**config.mk**
```make
export PLATFORM = sky130hd
export DESIGN_NAME = cypher_serializer
export DESIGN_NICKNAME = d
export VERILOG_FILES = /design/src/rtl/cypher_serializer.sv
export SDC_FILE = /design/constraint.sdc
export NUM_CORES = 1
export LEC_CHECK = 0
export BUFFER_PORTS_ARGS = -buffer_cell sky130_fd_sc_hd__buf_2
export CAP_MARGIN = 5
export CELL_PAD_IN_SITES_DETAIL_PLACEMENT = 0
export CELL_PAD_IN_SITES_GLOBAL_PLACEMENT = 2
export CORE_AREA = 2 2 84 86
export CTS_BUF_LIST = sky130_fd_sc_hd__clkbuf_2 sky130_fd_sc_hd__clkbuf_4 sky130_fd_sc_hd__clkbuf_8
export CTS_CLUSTER_SIZE = 12
export DETAILED_ROUTE_END_ITERATION = 10
export DIE_AREA = 0 0 86 88
export GPL_TIMING_DRIVEN = 0
export PLACE_DENSITY = 0.75
export SYNTH_ARGS = -nofsm -noshare
export SYNTH_HDL_FRONTEND = slang
export SYNTH_SLANG_ARGS = --single-unit
export TNS_END_PERCENT = 5
```
**constraint.sdc**
```tcl
create_clock -name clk -period 4.3 [get_ports clk]
set_input_delay 0.43 -clock clk [delete_from_list [all_inputs] [get_ports clk]]
set_output_delay 0.43 -clock clk [all_outputs]
set_load 0.005 [all_outputs]
```
**src/rtl/cypher_serializer.sv**
```systemverilog
// Serializes one captured MSG_W-bit word into CHUNK_W-bit beats, MSB chunk first, over valid/ready.
// MSG_W defaults to 32; SER_CHECKSUM_EN appends an XOR checksum beat.
module cypher_serializer #(
  parameter int unsigned MSG_W   = 32,
  parameter int unsigned CHUNK_W = 8
) (
  input  logic               clk,
  input  logic               reset,
  input  logic               en,
  input  logic [MSG_W-1:0]   in_data,
  output logic               busy,
  output logic [CHUNK_W-1:0] out_data,
  output logic               out_valid,
  input  logic               out_ready,
  output logic               out_last,
  output logic               done
);

  localparam int unsigned N_BEATS = MSG_W / CHUNK_W;
  localparam int unsigned CNT_W   = $clog2(N_BEATS + 1);
  localparam logic [CNT_W-1:0] LAST_CNT = CNT_W'(N_BEATS - 1);

`ifdef SER_CHECKSUM_EN
  typedef enum logic [1:0] {IDLE, SEND, CSUM, DONE} state_t;
`else
  typedef enum logic [1:0] {IDLE, SEND, DONE} state_t;
`endif

  state_t             state_q, state_d;
  logic [MSG_W-1:0]   shift_q, shift_d;
  logic [CNT_W-1:0]   cnt_q, cnt_d;
  logic               busy_q, busy_d;
  logic [CHUNK_W-1:0] data_q, data_d;
  logic               valid_q, valid_d;
  logic               last_q, last_d;
  logic               done_q, done_d;
  logic               hs;
`ifdef SER_CHECKSUM_EN
  logic [CHUNK_W-1:0] acc_q, acc_d;
`endif

  assign hs = valid_q & out_ready;

  // Next-state logic; output flops are loaded from the next state so they track it exactly.
  always_comb begin
    state_d = state_q;
    shift_d = shift_q;
    cnt_d   = cnt_q;
`ifdef SER_CHECKSUM_EN
    acc_d   = acc_q;
`endif
    case (state_q)
      IDLE: begin
        if (en) begin
          shift_d = in_data;
          cnt_d   = '0;
`ifdef SER_CHECKSUM_EN
          acc_d   = '0;
`endif
          state_d = SEND;
        end
      end
      SEND: begin
        if (hs) begin
          shift_d = shift_q << CHUNK_W;
          cnt_d   = cnt_q + CNT_W'(1);
`ifdef SER_CHECKSUM_EN
          acc_d   = acc_q ^ shift_q[MSG_W-1 -: CHUNK_W];
          if (cnt_q == LAST_CNT) state_d = CSUM;
`else
          if (cnt_q == LAST_CNT) state_d = DONE;
`endif
        end
      end
`ifdef SER_CHECKSUM_EN
      CSUM: begin
        if (hs) state_d = DONE;
      end
`endif
      DONE:    state_d = IDLE;
      default: state_d = IDLE;
    endcase

    busy_d  = (state_d != IDLE);
    done_d  = (state_d == DONE);
    data_d  = '0;
`ifdef SER_CHECKSUM_EN
    valid_d = (state_d == SEND) || (state_d == CSUM);
    last_d  = (state_d == CSUM);
    if (state_d == SEND)      data_d = shift_d[MSG_W-1 -: CHUNK_W];
    else if (state_d == CSUM) data_d = acc_d;
`else
    valid_d = (state_d == SEND);
    last_d  = (state_d == SEND) && (cnt_d == LAST_CNT);
    if (state_d == SEND) data_d = shift_d[MSG_W-1 -: CHUNK_W];
`endif
  end

  always_ff @(posedge clk or negedge reset) begin
    if (!reset) begin
      state_q <= IDLE;
      shift_q <= '0;
      cnt_q   <= '0;
      busy_q  <= 1'b0;
      data_q  <= '0;
      valid_q <= 1'b0;
      last_q  <= 1'b0;
      done_q  <= 1'b0;
`ifdef SER_CHECKSUM_EN
      acc_q   <= '0;
`endif
    end else begin
      state_q <= state_d;
      shift_q <= shift_d;
      cnt_q   <= cnt_d;
      busy_q  <= busy_d;
      data_q  <= data_d;
      valid_q <= valid_d;
      last_q  <= last_d;
      done_q  <= done_d;
`ifdef SER_CHECKSUM_EN
      acc_q   <= acc_d;
`endif
    end
  end

  assign busy      = busy_q;
  assign out_data  = data_q;
  assign out_valid = valid_q;
  assign out_last  = last_q;
  assign done      = done_q;

endmodule

```
# After elaboration in Yosys (flattened, before gate mapping)
# Index checks and enable logic that the tools add are counted.
[totals]
output_inout_bits = 12
word_cells = 34
ff_bits = 49
inputBits = 36
[classes]
n_bitwise = 1
n_mux = 11
n_reduce_logical = 5
eq_ne = 7
n_addsub = 1
[ops]
columns = ["cell", "n"]
rows = [
  ["32-bit 2-to-1 mux", 2],
  ["32-bit one-hot mux with 2 select lines", 1],
  ["8-bit 2-to-1 mux", 1],
  ["3-bit by 2-bit equality test with 1-bit output, second input constant", 2],
  ["2-bit 2-to-1 mux", 3],
  ["3-bit 2-to-1 mux", 2],
  ["3-bit one-hot mux with 2 select lines", 1],
  ["2-bit by 1-bit equality test with 1-bit output, second input constant", 2],
  ["2-bit inequality test, second input constant", 2],
  ["2-bit one-hot mux with 2 select lines", 1],
  ["2-bit nonzero test", 2],
  ["3-bit by 1-bit adder with 3-bit output, second input constant", 1],
  ["3-bit AND reduction", 1],
  ["2-bit equality test, second input constant", 1],
  ["2-bit logical NOT", 1],
  ["1-bit AND", 1],
  ["1-bit logical AND", 1],
]

# Longest topological paths before layout
[depth]
ltp_word = 6
ltp_mapped = 7
mapped_depth_nobuf = 5

# Least setup slack after synthesis
# No wires, ideal clock.
[synth_path]
path_type = "input to register"
from = "input port out_ready"
to = "register shift_q[28]"
required_ps = 4176
path_stages = 6
arrival_ps = 1390
setup_slack_ps = 2785
n_path_buf = 3
setup_ps = 124
path_cell_list = "buf_2 and4b_1 buf_6 buf_6 a22o_1 or2_1"
[synth_via]
elab_chain_cells = 3
[synth_rtl]
columns = ["item", "line_no", "source"]
rows = [
  ["start, declared", "14", "input logic out_ready,"],
  ["1-bit AND", "42", "assign hs = valid_q & out_ready;"],
  ["32-bit 2-to-1 mux", "64", "if (hs) begin"],
  ["32-bit one-hot mux with 2 select lines", "52", "case (state_q)"],
  ["via shift_d[28]", "30", "logic [MSG_W-1:0] shift_q, shift_d;"],
  ["end signal, assigned", "114", "shift_q <= shift_d;"],
  ["end, declared", "30", ""],
]
# The timed path passes the listed nets, and every way through them passes these cells. The select of a mux whose other input is x is not followed.
# A chain may end at the register's enable or synchronous reset.

# Worst setup path after layout
[layout_path]
from = "register state_q[1]"
to = "register shift_q[30]"
[layout_via]
elab_chain_cells = 2
word_cells_on_any_way = 3
classes_between = "1 x eq/ne; 1 x mux; 1 x reduce/logical"
[layout_rtl]
columns = ["item", "line_no", "source"]
rows = [
  ["start, declared", "29", "state_t state_q, state_d;"],
  ["start signal, assigned", "113", "state_q <= state_d;"],
  ["2-bit by 1-bit equality test with 1-bit output / 2-bit logical NOT (equally long branches)", "52", ""],
  ["32-bit one-hot mux with 2 select lines (*)", "52", ""],
  ["via shift_d[30]", "30", ""],
]
# Mark *: on every way through the listed nets, which the timed path passes. The rest lies on a longest branch.

==> flow_summary_export.csv <==
group,metric,value,unit
status,status,"completed",
cts,postCtsHoldBufs,0,
power,vdd_drop_max,0.199,mV
floorplanning,core_area,6640,um^2
placement,gp_congestion,0.706,
floorplanning,fp.dieH,88,um
worst_hold_path,hold_class,"input port to asynchronous set/reset pin",
worst_setup_path,worst_ep_required_time,4.50,ns
drt,dr.pass1.iters,4,
power,power_density,633,nW/um^2
cts,clock_sink_count,49,
sta,setup_tns,0,ns
sta,rsz0062_at_grt,"no",
cts,htree_levels,2,
cts,clockBufferDepth,2,
grt,grt_pass1_wl,8.00,mm
cts,ctsResizeCount,0,
floorplanning,die-width,86,um
placement,post-dp-hpwl,3.30,mm
worst_setup_path,end_kind,"flop",
worst_setup_path,crit_path_start,"state_q[1]$_DFF_PN0_",
cts,clock-root-buffer,"clkbuf_8",
finish,n_antenna_cell,0,
yosys,synth_edf_count,0,
power,power,1.65,mW
yosys,syn_avg_cell_area,11.6,um^2
drt,ant_nets,0,
sta,hold_viol_final,0,
sta,max_freq,599,MHz
worst_setup_path,cp_data_arrival_time,1.86,ns
sta,drv_slew,0,
worst_setup_path,cpLargestDelayFamily,"simple AND/OR/NAND/NOR gates",
worst_setup_path,crit_slowest_cell,"dfrtp_1",
yosys,yosys-top-cells-area,"dfrtp_1 (57%), a22o_1 (6.9%), a22oi_1 (5.9%)",
grt,grt_overflow_total,0,
sta,finClkSkew,0.00347,ns
yosys,synth_top_area_cell,"dfrtp_1",
yosys,ys_seq_area_share,56.9,%
cts,numCtsBuffers,5,
drt,vias,1561,
cts,clkTransAtPathRegs,0.09,ns
drt,via_per_inst,4.88,
sta,finalCritPeriodShare,38.8,%
worst_setup_path,critPathBufInv,2,
worst_setup_path,max_stage_delay,0.38,ns
worst_setup_path,cp_max_fo,10,
yosys,synthCells,186,
yosys,synthDistinctLibCells,33,
finish,nets,277,
cts,cts_tree,"yes",
sta,timing.hold.ws,0.331,ns
finish,stdcell_area,2610,um^2
finish,finalCoreUtilization,39.2,%
yosys,yosys_warnings,0,
drt,wl_per_cell,14.8,um
floorplanning,start_util,32.4,%
yosys,synth_nets,224,
grt,grt_use_total,13.9,%
sta,setup_viol,0,
grt,grt_pass1_vias,1647,
worst_setup_path,start_kind,"flop",
run,maxCapViolations,0,
drt,drt_iter0_markers,62,
placement,place_area,2480,um^2
power,power_leakage,1.36,nW
sta,slew_headroom,25.8,%
finish,areaGrowthSynthToFinish,20.9,%
floorplanning,ioPinCount,48,
grt,grt_max_degree,50,
yosys,async_reset_ff_share,100,%
floorplanning,die_area,7570,um^2
worst_setup_path,crit_type,"flop to flop",
floorplanning,rows,30,
grt,antenna_found_initial,0,
drt,routed_wl,4.74,mm
worst_setup_path,r2r_start,"state_q[1]$_DFF_PN0_",
sta,worstMarginPinSlew,1.11,ns
finish,layout-drive-gt1-share,32.1,%
placement,io_buffers,46,
yosys,synthFlopType,"dfrtp_1",
cts,clock_latency,0.30,ns
sta,finalCriticalPeriod,1.67,ns
yosys,synth_top_cell_area_share,56.9,%
yosys,synth_area,2150,um^2
yosys,synth-seq-cells,49,
worst_setup_path,path_cells,"buf_6 > nand4b_1 > buf_2 > and3_1 > or2_1",
finish,fill_cells,670,
drt,post-route-drc-count,0,
cts,post_cts_buffers,0,
## layout by cell type, fill, tap and decap left out, drive strengths merged, types with 6 or more instances in the layout
master and count:
a22o 17, a22oi 17, and3 9, buf 60, clkbuf 6, dfrtp 49, nand2 18, nand3 19
o21a 8, or2 8
## worst reg2reg max path: stages, from the launching register on
cell	delay (ns)
dfrtp_1	0.38
buf_6	0.14
nand4b_1	0.34
buf_2	0.30
and3_1	0.21
or2_1	0.20
## through the flow
stage / worst slack (ns) / cells
2_1_floorplan: 2.79 / 186
3_3_place_gp: 2.53 / 312
3_5_place_dp: 2.57 / 312
4_1_cts: 2.60 / 320
5_1_grt: 2.52 / 320
6_report: 2.63 / 320
## synthesized netlist by cell type (2+ instances only)
cell,n
a22oi_1,17
buf_4,4
buf_6,4
dfrtp_1,49
o21a_1,8
or2_1,3
buf_2,6
nand2_1,18
and3_1,9
nand3_1,19
ha_1,2
inv_1,4
nor2_1,3
a22o_1,17
or2_2,5
## cell type report
type / count / area [um^2] / share of cell area [%]
clock buffer: 6 / 82.6 / 3.17
sequential: 49 / 1230 / 47.1
multi-input combinational: 119 / 808 / 31.0
clock inverter: 2 / 37.5 / 1.44
timing repair buffer: 46 / 230 / 8.84
tap: 80 / 100 / 3.84
buffer: 14 / 105 / 4.03
inverter: 4 / 15.0 / 0.576
## per-layer routing
| metal | global-route usage, % | routed length [um] | vias to the layer above |
|---|---|---|---|
| met1 | 18.6 | 2260 | 722 |
| li1 | - | - | 789 |
| met4 | 4.76 | 65 | 0 |
| met5 | 0 | 0 | - |
| met2 | 21.4 | 2120 | 43 |
| met3 | 4.15 | 286 | 7 |
## logic make-up after synthesis
| logic type | synth area share [%] |
|---|---|
| simple gates | 17.2 |
| compound gates | 18.6 |
| flops | 56.9 |
| buf+inv | 5.57 |
| fa+ha+maj | 1.16 |
| mux | 0.465 |
## where the power goes
group | switching (mW) | internal [mW] | leakage (nW)
logic | 0.337 | 0.295 | 0.663
clock network | 0.157 | 0.189 | 0.0574
registers | 0.0631 | 0.607 | 0.641
## path summary, 6_finish.rpt
check	endpoint	slack (ns)	cells after the start
max	shift_q[30]$_DFF_PN0_	2.63	5
min	cnt_q[0]$_DFF_PN0_	0.33	1
max reg2reg	shift_q[30]$_DFF_PN0_	2.63	5
min reg2reg	shift_q[19]$_DFFE_PN0P_	0.50	2
max in group asynchronous	out_data[1]$_DFF_PN0_	3.28	1
min in group clk	shift_q[4]$_DFFE_PN0P_	0.34	2
## state kept, by name (all words and copies together), names as in the netlist
signal and count:
state_q 2, out_valid 1, busy 1, out_data 8
out_last 1, shift_q 32, done 1, cnt_q 3
Power figures use the tool's default switching activity.
